`config.mk`:
```
export PLATFORM = sky130hd
export DESIGN_NAME = wb_data_queue
export DESIGN_NICKNAME = d
export VERILOG_FILES = /design/src/rtl/wb_pkg.sv /design/src/rtl/wb_fifo.sv /design/src/rtl/wb_data_queue.sv
export SDC_FILE = /design/constraint.sdc
export NUM_CORES = 1
export LEC_CHECK = 0
export ABC_AREA = 1
export BUFFER_PORTS_ARGS = -buffer_cell sky130_fd_sc_hd__buf_2
export CORE_MARGIN = 10
export CORE_UTILIZATION = 45
export CTS_BUF_LIST = sky130_fd_sc_hd__clkbuf_8
export DETAILED_ROUTE_END_ITERATION = 10
export GPL_TIMING_DRIVEN = 0
export PLACE_DENSITY = 0.76
export REMOVE_ABC_BUFFERS = 1
export SYNTH_ARGS = -nofsm -noshare
export SYNTH_HDL_FRONTEND = slang
export SYNTH_SLANG_ARGS = --single-unit
```
`constraint.sdc`:
```
create_clock -name clk -period 3.7 [get_ports clk]
set_input_delay 0.37 -clock clk [delete_from_list [all_inputs] [get_ports clk]]
set_output_delay 0.37 -clock clk [all_outputs]
set_load 0.02 [all_outputs]
```
`src/rtl/wb_pkg.sv`:
```
// Shared write-back definitions: source indices, the exception-handler constant
// and the select-width helper used by the write-back queue.
package wb_pkg;

  localparam int          DEST_W_DEF    = 5;
  localparam logic [31:0] CONST_EXC_VEC = 32'd227;

  localparam int SRC_ALU   = 0;
  localparam int SRC_HILO  = 1;
  localparam int SRC_MEM   = 2;
  localparam int SRC_PC4   = 3;
  localparam int SRC_SHIFT = 4;
  localparam int SRC_LUI   = 5;
  localparam int SRC_CP0   = 6;
  localparam int SRC_IMM   = 7;

  typedef enum logic [1:0] {
    DEC_SRC     = 2'd0,
    DEC_CONST   = 2'd1,
    DEC_ILLEGAL = 2'd2
  } dec_kind_e;

  // Bits needed to encode n sources plus the constant slot.
  function automatic int sel_w(input int n);
    return (n < 1) ? 1 : $clog2(n + 1);
  endfunction

endpackage

```
`src/rtl/wb_fifo.sv`:
```
// Generic register-based synchronous FIFO; head entry is presented combinationally
// from storage and forced to zero while empty.
module wb_fifo #(
  parameter int   WIDTH = 37,
  parameter int   DEPTH = 4,
  localparam int  AW    = $clog2(DEPTH),
  localparam int  LVL_W = AW + 1
) (
  input  logic             clk_i,
  input  logic             rst_ni,
  input  logic             push_i,
  input  logic             pop_i,
  input  logic [WIDTH-1:0] wdata_i,
  output logic [WIDTH-1:0] rdata_o,
  output logic             full_o,
  output logic             empty_o,
  output logic [LVL_W-1:0] level_o
);

  logic [WIDTH-1:0] mem_q [DEPTH];
  logic [AW-1:0]    wr_ptr_q, wr_ptr_d;
  logic [AW-1:0]    rd_ptr_q, rd_ptr_d;
  logic [LVL_W-1:0] level_q, level_d;
  logic             do_push, do_pop;

  assign full_o  = (level_q == LVL_W'(DEPTH));
  assign empty_o = (level_q == '0);
  assign do_push = push_i & ~full_o;
  assign do_pop  = pop_i & ~empty_o;

  // Pointers are exactly AW bits wide, so DEPTH being a power of two gives free wrap.
  always_comb begin
    wr_ptr_d = wr_ptr_q;
    rd_ptr_d = rd_ptr_q;
    level_d  = level_q;
    if (do_push) wr_ptr_d = wr_ptr_q + 1'b1;
    if (do_pop)  rd_ptr_d = rd_ptr_q + 1'b1;
    unique case ({do_push, do_pop})
      2'b10:   level_d = level_q + 1'b1;
      2'b01:   level_d = level_q - 1'b1;
      default: level_d = level_q;
    endcase
  end

  always_ff @(posedge clk_i or negedge rst_ni) begin
    if (!rst_ni) begin
      wr_ptr_q <= '0;
      rd_ptr_q <= '0;
      level_q  <= '0;
    end else begin
      wr_ptr_q <= wr_ptr_d;
      rd_ptr_q <= rd_ptr_d;
      level_q  <= level_d;
    end
  end

  always_ff @(posedge clk_i) begin
    if (do_push) mem_q[wr_ptr_q] <= wdata_i;
  end

  assign rdata_o = empty_o ? '0 : mem_q[rd_ptr_q];
  assign level_o = level_q;

endmodule

```
`src/rtl/wb_data_queue.sv`:
```
// Write-back source selector for the multicycle datapath: picks a source or the
// exception constant, tags it with a destination and queues it for the register bank.
module wb_data_queue
  import wb_pkg::*;
#(
  parameter int                DATA_W    = 32,
  parameter int                NUM_SRC   = 8,
  parameter logic [DATA_W-1:0] CONST_VAL = DATA_W'(CONST_EXC_VEC),
  parameter int                DEPTH     = 4,
  parameter int                DEST_W    = DEST_W_DEF,
  parameter bit                DROP_R0   = 1'b1,
  localparam int               SEL_W     = sel_w(NUM_SRC),
  localparam int               LVL_W     = $clog2(DEPTH) + 1
) (
  input  logic                      clk,
  input  logic                      reset_n,
  input  logic [NUM_SRC*DATA_W-1:0] src_data,
  input  logic [SEL_W-1:0]          in_sel,
  input  logic [DEST_W-1:0]         in_dest,
  input  logic                      in_valid,
  output logic                      in_ready,
  output logic [DATA_W-1:0]         out_data,
  output logic [DEST_W-1:0]         out_dest,
  output logic                      out_valid,
  input  logic                      out_ready,
  output logic                      err_sel,
  output logic [SEL_W-1:0]          err_code,
  input  logic                      err_clr,
  output logic [LVL_W-1:0]          level
);

  localparam int ENTRY_W = DATA_W + DEST_W;

  logic [DATA_W-1:0]  src_arr [NUM_SRC];
  logic [DATA_W-1:0]  sel_data;
  dec_kind_e          dec_kind;
  logic               accept, drop, push;
  logic               full, empty;
  logic [ENTRY_W-1:0] head;
  logic               err_sel_q, err_sel_d;
  logic [SEL_W-1:0]   err_code_q, err_code_d;

  for (genvar gi = 0; gi < NUM_SRC; gi++) begin : g_src
    assign src_arr[gi] = src_data[gi*DATA_W +: DATA_W];
  end

  always_comb begin
    dec_kind = DEC_ILLEGAL;
    sel_data = '0;
    if (in_sel == SEL_W'(NUM_SRC)) begin
      dec_kind = DEC_CONST;
      sel_data = CONST_VAL;
    end else if (in_sel < SEL_W'(NUM_SRC)) begin
      dec_kind = DEC_SRC;
      for (int i = 0; i < NUM_SRC; i++) begin
        if (in_sel == SEL_W'(i)) sel_data = src_arr[i];
      end
    end
  end

  // An illegal select is reported even when the destination is r0.
  assign in_ready = ~full;
  assign accept   = in_valid & in_ready;
  assign drop     = DROP_R0 && (in_dest == '0);
  assign push     = accept && (dec_kind != DEC_ILLEGAL) && !drop;

  // A new illegal select overrides a same-cycle clear and reloads the code.
  always_comb begin
    err_sel_d  = err_sel_q;
    err_code_d = err_code_q;
    if (err_clr) begin
      err_sel_d  = 1'b0;
      err_code_d = '0;
    end
    if (accept && (dec_kind == DEC_ILLEGAL)) begin
      err_sel_d = 1'b1;
      if (!err_sel_q || err_clr) err_code_d = in_sel;
    end
  end

  always_ff @(posedge clk or negedge reset_n) begin
    if (!reset_n) begin
      err_sel_q  <= 1'b0;
      err_code_q <= '0;
    end else begin
      err_sel_q  <= err_sel_d;
      err_code_q <= err_code_d;
    end
  end

  wb_fifo #(
    .WIDTH (ENTRY_W),
    .DEPTH (DEPTH)
  ) u_fifo (
    .clk_i   (clk),
    .rst_ni  (reset_n),
    .push_i  (push),
    .pop_i   (out_ready),
    .wdata_i ({sel_data, in_dest}),
    .rdata_o (head),
    .full_o  (full),
    .empty_o (empty),
    .level_o (level)
  );

  assign out_valid = ~empty;
  assign out_data  = head[ENTRY_W-1:DEST_W];
  assign out_dest  = head[DEST_W-1:0];
  assign err_sel   = err_sel_q;
  assign err_code  = err_code_q;

endmodule

```
==> results of run 1 <==
[worst reg2reg max path, stage by stage (launching register included)]
cell and delay (ns):
dfrtp_1 0.41, inv_1 0.12, nand2_1 0.10, nor2_4 0.44, inv_1 0.11, nand2_1 0.11
inv_1 0.06, ha_1 0.18, inv_1 0.09, fa_1 0.43, o21ai_0 0.17
[state kept, by name, summed over array words and instances, names as in the netlist]
register	count
err_code	4
err_sel	1
u_fifo.mem_q	148
u_fifo.wr_ptr_q	2
u_fifo.level_o	3
u_fifo.rd_ptr_q	2
[power by group through the flow]
stage,combinational [mW],sequential (mW),clock [mW]
after global placement,2.54,2.57,0
after detailed placement,2.77,2.50,0
after CTS,2.79,2.46,1.41
after floorplan,1.56,2.50,0
after global routing,3.03,2.49,1.49
final,2.76,2.46,1.38
[per-stage QoR]
step / hold slack [ns] / power [mW] / setup WS, ns / std cells
detailed placement: 0.2637 / 5.267 / 0.5624 / 1517
finish: 0.1607 / 6.597 / 0.3958 / 1551
global placement: 0.2574 / 5.114 / -1.598 / 1509
global route: 0.1327 / 7.007 / 0.2055 / 1550
CTS: 0.1211 / 6.653 / 0.4020 / 1550
floorplan: 0.07441 / 4.060 / 0.3495 / 959
[per-layer routing]
metal,GRT usage [%],up-vias
li1,-,3980
met2,39.77,414
met3,6.214,62
met5,0,-
met4,10.81,0
met1,25.50,3824
[final cells by class]
type | count | area, µm² | area share [%]
diodes | 1 | 2.502 | 0.02302
well taps | 234 | 292.8 | 2.693
inverters | 46 | 172.7 | 1.588
flip-flops and latches | 160 | 4747 | 43.67
repair buffers | 325 | 1774 | 16.32
clock inverters | 13 | 167.7 | 1.542
multi-input cells | 753 | 3452 | 31.76
clock buffers | 19 | 261.5 | 2.406
[worst paths after layout]
check	slack (ns)	start	end
max	0.40	u_fifo.rd_ptr_q[1]$_DFFE_PN0P_	out_data[7]
min	0.16	in_dest[0]	u_fifo.mem_q[3][0]$_DFFE_PP_
max reg2reg	1.39	u_fifo.level_o[0]$_DFFE_PN0P_	u_fifo.level_o[1]$_DFFE_PN0P_
min reg2reg	0.50	err_code[3]$_DFF_PN0_	err_code[3]$_DFF_PN0_
max in group asynchronous	3.11	reset_n	u_fifo.rd_ptr_q[0]$_DFFE_PN0P_
min in group asynchronous	0.35	reset_n	u_fifo.level_o[2]$_DFFE_PN0P_
[kinds of logic (layout without fill, tap and decap cells)]
kind of cell,after synthesis,after routing,synth area share (%)
xor+xnor,4,4,0.4085
simple gates,604,604,29.93
fa+ha+maj,6,6,0.9628
compound gates,139,139,8.111
buf+inv,104,403,5.266
other cells,0,1,0
flops,160,160,55.32
[cell usage in the layout (no fill, tap or decap), drive strengths merged, types with 3 or more instances in the layout]
master	count
a21oi	54
or2	31
nor2	244
nand4	29
clkbuf	19
ha	5
nand3	75
nand2	219
buf	324
inv	54
bufinv	4
dfrtp	12
o21ai	85
nand3b	3
edfxtp	148
nor3	3
==> impl_summary.md, run 1 <==
Status
The flow ran to the end, and the final reports show no timing, DRC or antenna violations.

Synthesis
The warning count from the yosys run is 0. Counting instances in the post-synthesis netlist gives the leading cell types as nor2_1 (240), nand2_1 (216), edfxtp_1 (148). The most used flip-flop cell after synthesis is edfxtp_1. The fraction of registers with async set/reset is 7.500%. Sorting the synthesized cells by area gives the leading types as edfxtp_1 (52%), nor2_1 (11%), nand2_1 (9.5%).

The most common cell in the synthesized netlist is nor2_1. The post-synthesis instance area is ~8600 µm². The sequential cell area fraction in the yosys report is a little under three fifths. The number of flip-flops and latches in the synthesized netlist is 160. Counting distinct cell types in the post-synthesis netlist gives 29. Of all cell types, the one taking the most synthesized area is edfxtp_1. After synthesis, the largest area contributor takes up between 50% and 60% of total cell area. In this run the mean area of a mapped cell was about 8.4 µm². The count of flip-flops with a built-in enable after synthesis is about 150. The cell count after synthesis came out at just over 1000.

Drt
The highest metal layer used by the detailed router is met4. The routed design uses about 15000 µm of met2 wire. The routed length on met3 is 2700 µm. The detailed router put a total of around 11000 µm of wire on met1. Before antenna repair, the detailed router went through 5 iterations. The routed design has 29560 µm of wire. The mean number of vias per cell is roughly 5.3. The antenna violation net count after detailed routing is 0. The total vias in the final route is roughly 8300.

For this block, the initial DRC count from the detailed router was between 600 and 700. The DRC violation count after routing is 0. The routed wire length per instance is between 15 and 20 µm.

Floorplanning
The count of pins on the block boundary is 317. The floorplan die height is 158.1 µm. The die covers between 20000 and 25000 µm². The die span in x is between 150 and 200 µm. The number of standard-cell rows in the floorplan is 50.

The placeable core region is roughly 19000 µm². The initial utilization of the core area, before any placement, comes to between 40 and 50%.

Worst setup path
The critical path goes through inv_2 -> nor2_1 -> o21ai_0 -> a21oi_1 -> buf_2. The kind of critical path is reg -> out. The largest incremental delay on the critical path is slightly below 1 ns.

On the critical path, the stage with the largest delay is an instance of dfrtp_2. The required time of the worst setup path is 3.33 ns. STA classifies the critical path endpoint as an output pin.

The maximum fanout count along the critical path is 39. In this design, the largest share of critical-path delay is due to flip-flops. The data arrival time at the worst-slack endpoint is between 2 and 3 ns. The worst setup path is launched from a flip-flop. The worst register-to-register path has a depth of 10. Counting both buffers and inverters, the worst setup path holds a total of 2. The instance count on the critical path is 5.

STA
Setup repair after global routing left no endpoint under its margin. The worst pin sits at a relative slew slack of between 20% and 30%. The final critical-path required period is around 3.3 ns.

Between clock sinks in the finished design, the worst skew comes to 0.01803 ns. The final hold violation count was 0. Setup violations remaining at the end of the flow were counted as 0.

For the pin with the worst max-slew slack, the measured transition is about 1.1 ns. The maximum frequency from static timing analysis is 302.7 MHz. The sum of negative setup slack is 0 ns. The final cycle utilization of the critical path is just under 90%. The number of slew-limit violations in the final report is 0.

Finish
From synthesis to final layout, the design area changed by 26.74%. The count of filler cells inserted in the layout is around 1700. After routing the design area is around 11000 µm².

The final-stage net count is 1579. The utilization after layout is 58.11%. The fraction of final layout cells with drive strength greater than 1 is 29.41%.

Global routing
The via count of the first global-routing pass is ~8300. Entering global routing, the biggest net connects 76 pins. The wire length of the first global-routing pass is ~44000 µm. The initial antenna violation count is 1.

Global routing used a little under a quarter of the available tracks. Global routing finished with a remaining overflow of 0.

Min path
The worst hold path belongs to the class in -> reg. Counting instances, the worst hold path has a depth of 1.

Clock tree
The clock tree from TritonCTS is yes. The number of hold buffers added after CTS was 1. The maximum clock path buffer count is 2.

The clock tree synthesis step divided the H-tree into 4 levels. The clock latency on the worst-skew pair is about 0.45 ns. The buffer cell driving the clock tree root is clkbuf_8. The clock net in this run drives a total of between 150 and 200 sinks. Clock tree synthesis inserted a total of 17 buffers. The post-CTS clock slew at the launch and capture registers of the worst setup and hold paths is ~0.090 ns.

In this run, post-CTS repair resized a total of 0 instances. After clock tree synthesis, the setup repair step added 0 buffers.

Pwr
Registers are responsible for 37.3% of the overall power. The share of total power dissipated in the clock network is approximately a fifth. Net switching is 40.66% of the power.

The switching power is 2.682 mW. In this run the power density over the cells is 606.8 nW/µm². The internal power summed over all cells is roughly 3.9 mW. Across the VDD grid, the largest voltage drop is around 340 µV. The leakage power figure is approximately 4.8 nW. Combinational logic burns between 40% and 50% of the power.

Run
Max-cap violations in this run came to 0.

Place
Once placement finished, the instance area stood at about 10000 µm². The count of buffers inserted at the top-level ports is about 320. The wire-length estimate of the detail-placed layout is about 21000 µm. The final weighted congestion of routability-driven global placement is 0.8498.
No activity file was read; power rests on OpenSTA's default activity.
==> run 2, diff against run 1 <==
--- a/config.mk
+++ b/config.mk
@@ -7,11 +7,13 @@
 export LEC_CHECK = 0
 export ABC_AREA = 1
 export BUFFER_PORTS_ARGS = -buffer_cell sky130_fd_sc_hd__buf_2
+export CORE_ASPECT_RATIO = 1.4
 export CORE_MARGIN = 10
 export CORE_UTILIZATION = 45
 export CTS_BUF_LIST = sky130_fd_sc_hd__clkbuf_8
 export DETAILED_ROUTE_END_ITERATION = 10
 export GPL_TIMING_DRIVEN = 0
+export HOLD_SLACK_MARGIN = 0.12
 export PLACE_DENSITY = 0.76
 export REMOVE_ABC_BUFFERS = 1
 export SYNTH_ARGS = -nofsm -noshare
==> run 2 against run 1 <==
Compared with the run above: count of clock-buffer cells in the layout fell by 2; cell count grew 0.58%; non-clock buffer count unchanged; core utilization fell by 0.23 points; first-iteration DRC count decreased by 3.2%; register-to-register slack lost 0.08 ns; maximum frequency is 0.57% higher; flip-flop and latch count is the same; hold slack improved by 0.0075 ns; worst setup slack gained 0.019 ns; design area down 0.55%; critical path type unchanged; largest cell class unchanged; largest power group unchanged.
==> impl_summary.md, run 2 (synthesis results as in run 1) <==
Status
The flow ran to the end, and the final reports show no timing, DRC or antenna violations.

Global routing
The total overflow reported by the global router is 0. The via count of the first global-routing pass is about 8300. The first global-routing pass estimated about 43000 µm of wire.

The initial antenna violation count was 1. Entering global routing, the biggest net connects 76 pins. The total global routing track utilization is 22.37%.

Worst setup path
The required time of the worst setup path is about 3.3 ns. The startpoint of the lowest-slack register-to-register path is u_fifo.level_o[1]$_DFFE_PN0P_. The kind of start point of the critical path is a flip-flop.

The critical register-to-register path endpoint is u_fifo.level_o[1]$_DFFE_PN0P_. The end point of the critical path is out_dest[1]. The critical path startpoint is u_fifo.rd_ptr_q[1]$_DFFE_PN0P_. Data arrives at the worst endpoint at a little under 3 ns. The worst setup path is captured at an output pin. The maximum fanout count along the critical path is 39. The worst setup path is of the reg -> out kind. For flop-to-flop paths, the worst setup slack is ~1.3 ns.

The number of cells on the worst reg-to-reg path is 10.

STA
The worst clock skew is between 0.015 and 0.02 ns. The number of slew-limit violations in the final report is 0. Setup violations remaining at the end of the flow were counted as 0.

The final hold violation count is 0. The final critical-path required period is approximately 3.3 ns. The worst slew margin relative to its limit is about a quarter. Setup repair after global routing left no endpoint under its margin. The worst hold slack is ~0.17 ns.

The sum of negative setup slack is 0 ns. After layout, the worst path uses approximately nine tenths of the clock period. Setup slack closes at around 0.41 ns. For the pin with the worst max-slew slack, the measured transition is around 1.1 ns. Based on the critical path, the design can be clocked at up to between 300 and 400 MHz.

Place
Summing all placed instances gives a cell area of around 10000 µm². The number of cells in the design after placement is roughly 1500. Once detailed placement completed, the half-perimeter wirelength came to around 21000 µm. The count of buffers inserted at the top-level ports is 316. The worst-case setup slack after placement is between 0.6 and 0.7 ns. The final weighted congestion of routability-driven global placement is 0.8758.

Drt
The routed design has 29260 µm of wire. The detailed router finished its first iteration with approximately 600 violations. In the routed design, unresolved DRC markers number 0. After detailed routing, the number of vias per cell comes to about 5.3. The detailed-router iteration count before antenna repair is 5. The detail route stage leaves a number of antenna-violating nets equal to 0. The routed wire length per instance is ~19 µm. The total vias in the final route is between 8000 and 9000.

Pwr
Registers are responsible for about 39% of the overall power. The total power density per cell area is around 600 nW/µm². The internal power summed over all cells is 3.625 mW.

VDD sags by at most 351.0 µV. Summing internal, switching and leakage power gives roughly 6.3 mW. Combinational logic burns between 40% and 50% of the power. The clock group share of total power is ~18%. The analysis attributes to cell leakage a power of between 4 and 5 nW.

The switching power is about 2.7 mW. Net switching is around 43% of the power.

Clock tree
The clock tree from TritonCTS is yes. The TritonCTS buffer count is 17. The clock drives 160 sinks. At the later pin of the worst-skew pair, clock insertion delay measures approximately 0.44 ns. Post-CTS repair changed the size of 0 cells.

Post-CTS timing repair inserted 0 buffers for setup. The post-CTS clock slew at the launch and capture registers of the worst setup and hold paths is around 0.09 ns. The longest clock path from root to sink contains 2 buffers. The root buffer cell chosen for the clock tree is clkbuf_8. The hold buffer count at cts is 1. In this run the number of H-tree levels came out at 4.

Finish
The fraction of final layout cells with drive strength greater than 1 is 29.48%. The area occupied by multi-input gates is 3452 µm². The storage element area is about 4700 µm². The register with the most flip-flops is u_fifo.mem_q. After filler insertion, the fill cell instance count of the layout stands at between 1500 and 2000.

The area of all placed cells without fillers is roughly 11000 µm². In the layout the commonest cells are buf_2 (316), nor2_1 (232), nand2_1 (216). Leaving out filler cells and counting taps, the final layout contains between 1500 and 2000. The utilization after layout is a little under 60%. Compared with the post-synthesis result, the final layout area differs by 26.04%. The flip-flop count of the largest register, all copies and words added is ~150. The final-stage net count is between 1500 and 2000. The final antenna diode count is 0. The library cell used most frequently in the layout, excluding fill and tap cells, is buf_2.

Floorplanning
The core region is ~19000 µm². The number of standard-cell rows in the floorplan is 59. The count of pins on the block boundary is 317. The die span in x is ~140 µm. The area of the die is 25060 µm². In this run the vertical extent of the chip is approximately 180 µm. The initial cell density of the core is a little under half.

Run
The number of max-cap violations is 0.

Min path
The kind of path behind the tightest hold check is in -> reg.
==> run 2: worst min path at each step <==
stage,to,startpoint,slack [ns],depth (start not counted)
after floorplan,err_code[0]$_DFF_PN0_,reset_n,0.07,0
after global placement,u_fifo.level_o[0]$_DFFE_PN0P_,reset_n,0.26,1
after detailed placement,err_code[0]$_DFF_PN0_,reset_n,0.26,1
after CTS,u_fifo.mem_q[1][3]$_DFFE_PP_,in_dest[3],0.13,1
after global routing,u_fifo.mem_q[2][3]$_DFFE_PP_,in_dest[3],0.14,1
final,u_fifo.mem_q[2][3]$_DFFE_PP_,in_dest[3],0.17,1
==> run 2: power by group through the flow <==
stage | sequential [mW] | clock [mW] | combinational, mW
4_1_cts | 2.46 | 1.14 | 2.79
3_3_place_gp | 2.57 | 0 | 2.56
3_5_place_dp | 2.50 | 0 | 2.78
5_1_grt | 2.49 | 1.23 | 3.03
2_1_floorplan | 2.50 | 0 | 1.56
6_report | 2.46 | 1.11 | 2.75
==> run 2: critical path, stage by stage, from the launching register on <==
cell	delay, ns
dfrtp_2	0.98
inv_2	0.60
nor2_1	0.21
o21ai_0	0.13
a21oi_1	0.30
buf_2	0.22
==> run 2: area by class of cell <==
| type | instances | area share (%) |
|---|---|---|
| clock inverters | 15 | 1.019 |
| flip-flops and latches | 160 | 43.91 |
| inverters | 46 | 1.597 |
| clock buffers | 17 | 2.164 |
| repair buffers | 325 | 16.55 |
| well taps | 244 | 2.824 |
| multi-input cells | 753 | 31.93 |
==> run 2: per-layer routing <==
metal  wire (µm)  track usage, %
met3        2327           5.334
met2       15000           39.56
met4         865           9.697
met5           0               0
met1       11070           24.82
==> run 3, diff against run 2 <==
--- a/config.mk
+++ b/config.mk
@@ -10,10 +10,11 @@
 export CORE_ASPECT_RATIO = 1.4
 export CORE_MARGIN = 10
 export CORE_UTILIZATION = 45
-export CTS_BUF_LIST = sky130_fd_sc_hd__clkbuf_8
+export CTS_BUF_LIST = sky130_fd_sc_hd__clkbuf_2
 export DETAILED_ROUTE_END_ITERATION = 10
 export GPL_TIMING_DRIVEN = 0
 export HOLD_SLACK_MARGIN = 0.12
+export MAX_ROUTING_LAYER = met4
 export PLACE_DENSITY = 0.76
 export REMOVE_ABC_BUFFERS = 1
 export SYNTH_ARGS = -nofsm -noshare
==> run 3 against run 2 <==
Compared with the run above: first-iteration DRC count up 21%; clock power fell by 28%; core utilization up 3.2 points; sequential power barely moved; critical path depth increased by 7; non-clock buffer count grew 73; highest routed layer unchanged; combinational power up 3%.
==> impl_summary.md, run 3 (synthesis results as in run 1) <==
Global routing
After global routing the overflow that remains totals 0. The maximum number of pins on one net before global-route repair is 76. The via count of the first global-routing pass was between 8000 and 9000. The wire length of the first global-routing pass is between 40000 and 50000 µm. The total global routing track utilization is 23.73%. The initial antenna violation count was 2.

STA
The final cycle utilization of the critical path is a little over nine tenths. The final critical-path required period is 3.498 ns. The maximum frequency from static timing analysis is between 200 and 300 MHz. At the pin with the least slew margin, the transition time is a little under 1 ns. Measured against its own limit, the worst slew margin works out to between 30% and 40%. The sum of negative setup slack is 0 ns.

Setup repair after global routing left no endpoint under its margin. Setup violations remaining at the end of the flow were counted as 0. The number of slew-limit violations in the final report is 0. The worst clock skew is between 0.04 and 0.05 ns. The final hold violation count came to 0.

Worst setup path
At the worst endpoint, the required time is around 4.2 ns. The kind of start point of the critical path is an input pin. In this run the critical register-to-register path is captured at u_fifo.level_o[1]$_DFFE_PN0P_. Across all register-to-register paths, the minimum setup slack is between 1 and 1.5 ns. The worst register-to-register path has a depth of 10. The kind of critical path is in -> reg. The type of element capturing the critical path is a flip-flop.

Traced cell by cell, the critical path runs through dlygate4sd3_1 -> buf_2 -> nor2_4 -> buf_12 -> nand2_2 -> or2_0 -> nand2_1 -> nand4_1 -> nor2_1 -> dlygate4sd3_1 -> nor2_1 -> dlygate4sd3_1. The maximum fanout count along the critical path is 41. In this run the critical register-to-register path is launched from u_fifo.level_o[0]$_DFFE_PN0P_. The largest incremental delay on the critical path is 0.60 ns. The worst-path cell with the longest stage delay is dlygate4sd3_1. The most numerous cell on the critical path is dlygate4sd3_1. The data arrival time at the worst-slack endpoint is between 3 and 4 ns.

Finish
In the layout the commonest cells are buf_2 (316), nor2_1 (232), nand2_1 (216). The area growth from synthesis to layout is 32.97%. After the last flow step, the layout net total stands at approximately 1700. The post-route non-filler standard cell count is 1634.

The area of all placed cells without fillers is approximately 11000 µm². The register with the most flip-flops is u_fifo.mem_q. The utilization after layout is about three fifths.

The fraction of final layout cells with drive strength greater than 1 is between 20 and 30%. The register with the most flip-flops in the layout has ~150 of them. The library cell used most frequently in the layout, excluding fill and tap cells, is buf_2.

The filler cells instantiated in the layout total between 1500 and 2000.

Clock tree
The number of setup buffers added after CTS is 0. The buffer cell driving the clock tree root is clkbuf_2. After clock tree synthesis, the clock-pin slew on the worst setup and hold paths is between 0.2 and 0.25 ns. The clock tree from TritonCTS is yes. CTS built an H-tree with a depth of 4.

In this run, CTS created clock tree buffers numbering 17. The count of clock tree sinks is 160. The later pin in the worst-skew pair is clocked with a latency of 0.71 ns. The clock passes through at most 2 buffers.

Floorplanning
For this configuration, the core starts out at a cell density of 45.92%. The floorplan has 59 rows. The floorplan die height is roughly 180 µm. The count of pins on the block boundary is 317. The die span in x is roughly 140 µm. The floorplan step defined a core boundary enclosing approximately 19000 µm². The floorplan step defined a die boundary enclosing around 25000 µm².

Min path
The tightest min-delay check is of the in -> reg type. In this run the most critical hold path is launched from src_data[210]. Counting instances, the worst hold path has a depth of 5. The path with the worst hold slack has its endpoint at u_fifo.mem_q[1][23]$_DFFE_PP_.

Pwr
The analysis attributes to cell leakage a power of between 4 and 5 nW. Power spread over the standard cell area amounts to between 500 and 600 nW/µm². The worst supply voltage drop on vdd is ~310 µV.

Place
The final weighted congestion of routability-driven global placement is roughly 0.9. The count of buffers inserted at the top-level ports is 316. After detailed placement, the total cell area comes to roughly 10000 µm². Once placement completed, the tool counted placed cells totaling approximately 1500. Summed over all nets, the half-perimeter wirelength after detailed placement is ~21000 µm.

Drt
The routed wire length per instance is 18.43 µm. Dividing the detail-routed via count by the number of cells gives between 5 and 6. For this run, design rule violations remaining after detail routing come to 0. The antenna violation net count after detailed routing is 0. The wire length after detailed routing is between 30000 and 40000 µm. For this block, the initial DRC count from the detailed router was 733. The routed layout has about 8600 vias. The detailed-router iteration count before antenna repair is 5.

Run
Max-cap violations in this run came to 0.

Status
The run finished with clean final reports.
-- run 3: metrics by stage --
stage / total power, mW / worst slack (ns) / hold WS, ns
6_report: 6.102 / 0.2023 / 0.1871
3_5_place_dp: 5.280 / 0.6780 / 0.2607
2_1_floorplan: 4.060 / 0.3495 / 0.07441
3_3_place_gp: 5.128 / -1.492 / 0.2555
5_1_grt: 6.528 / 0.1025 / 0.1208
4_1_cts: 6.153 / 0.07519 / 0.1226
-- run 3: power breakdown --
part           total, mW  switching, mW  internal, mW
registers           2.47          0.217          2.25
clock network      0.801          0.622         0.180
logic               2.83           1.85         0.981
-- run 3: how the worst max path moves through the flow --
stage                                        start                            end  slack (ns)  cells after the start
floorplan            u_fifo.level_o[0]$_DFFE_PN0P_  u_fifo.level_o[1]$_DFFE_PN0P_        0.35                     10
global placement                         in_sel[3]  u_fifo.mem_q[1][35]$_DFFE_PP_       -1.49                      8
global route                             in_sel[2]  u_fifo.mem_q[2][33]$_DFFE_PP_        0.10                     12
detailed placement                       in_sel[0]  u_fifo.mem_q[3][24]$_DFFE_PP_        0.68                      7
CTS                 u_fifo.rd_ptr_q[1]$_DFFE_PN0P_                    out_dest[1]        0.08                      5
finish                                   in_sel[2]  u_fifo.mem_q[2][33]$_DFFE_PP_        0.20                     12
-- run 3: repair_timing --
item,in CTS,in global routing
setup endpoints to repair,0,27
gates resized for setup,0,4
hold buffers,73,1
endpoints found under the hold margin,168,3
-- run 3: area by class of cell --
class | count | area (µm²) | share of cell area [%]
Sequential cell | 160 | 4750 | 41.65
Multi-Input combinational cell | 753 | 3457 | 30.31
Timing Repair Buffer | 398 | 2520 | 22.10
Tap cell | 244 | 305.3 | 2.677
Inverter | 46 | 175.2 | 1.536
Clock inverter | 15 | 110.1 | 0.9654
Clock buffer | 17 | 85.08 | 0.7460
Antenna cell | 1 | 2.502 | 0.02194
-- run 3: per-layer routing --
layer | vias to the layer above | GRT usage (%) | wire length, µm
li1 | 4122 | - | -
met1 | 4040 | 26.90 | 11640
met2 | 402 | 41.19 | 15730
met3 | 72 | 3.337 | 1901
met4 | 0 | 9.227 | 835
met5 | - | - | 0
-- run 3: worst max-delay path, delay by kind of cell --
kind,cells,cell delay [ns]
AND/OR/NAND/NOR,7,1.48
buffers and inverters,5,2.10
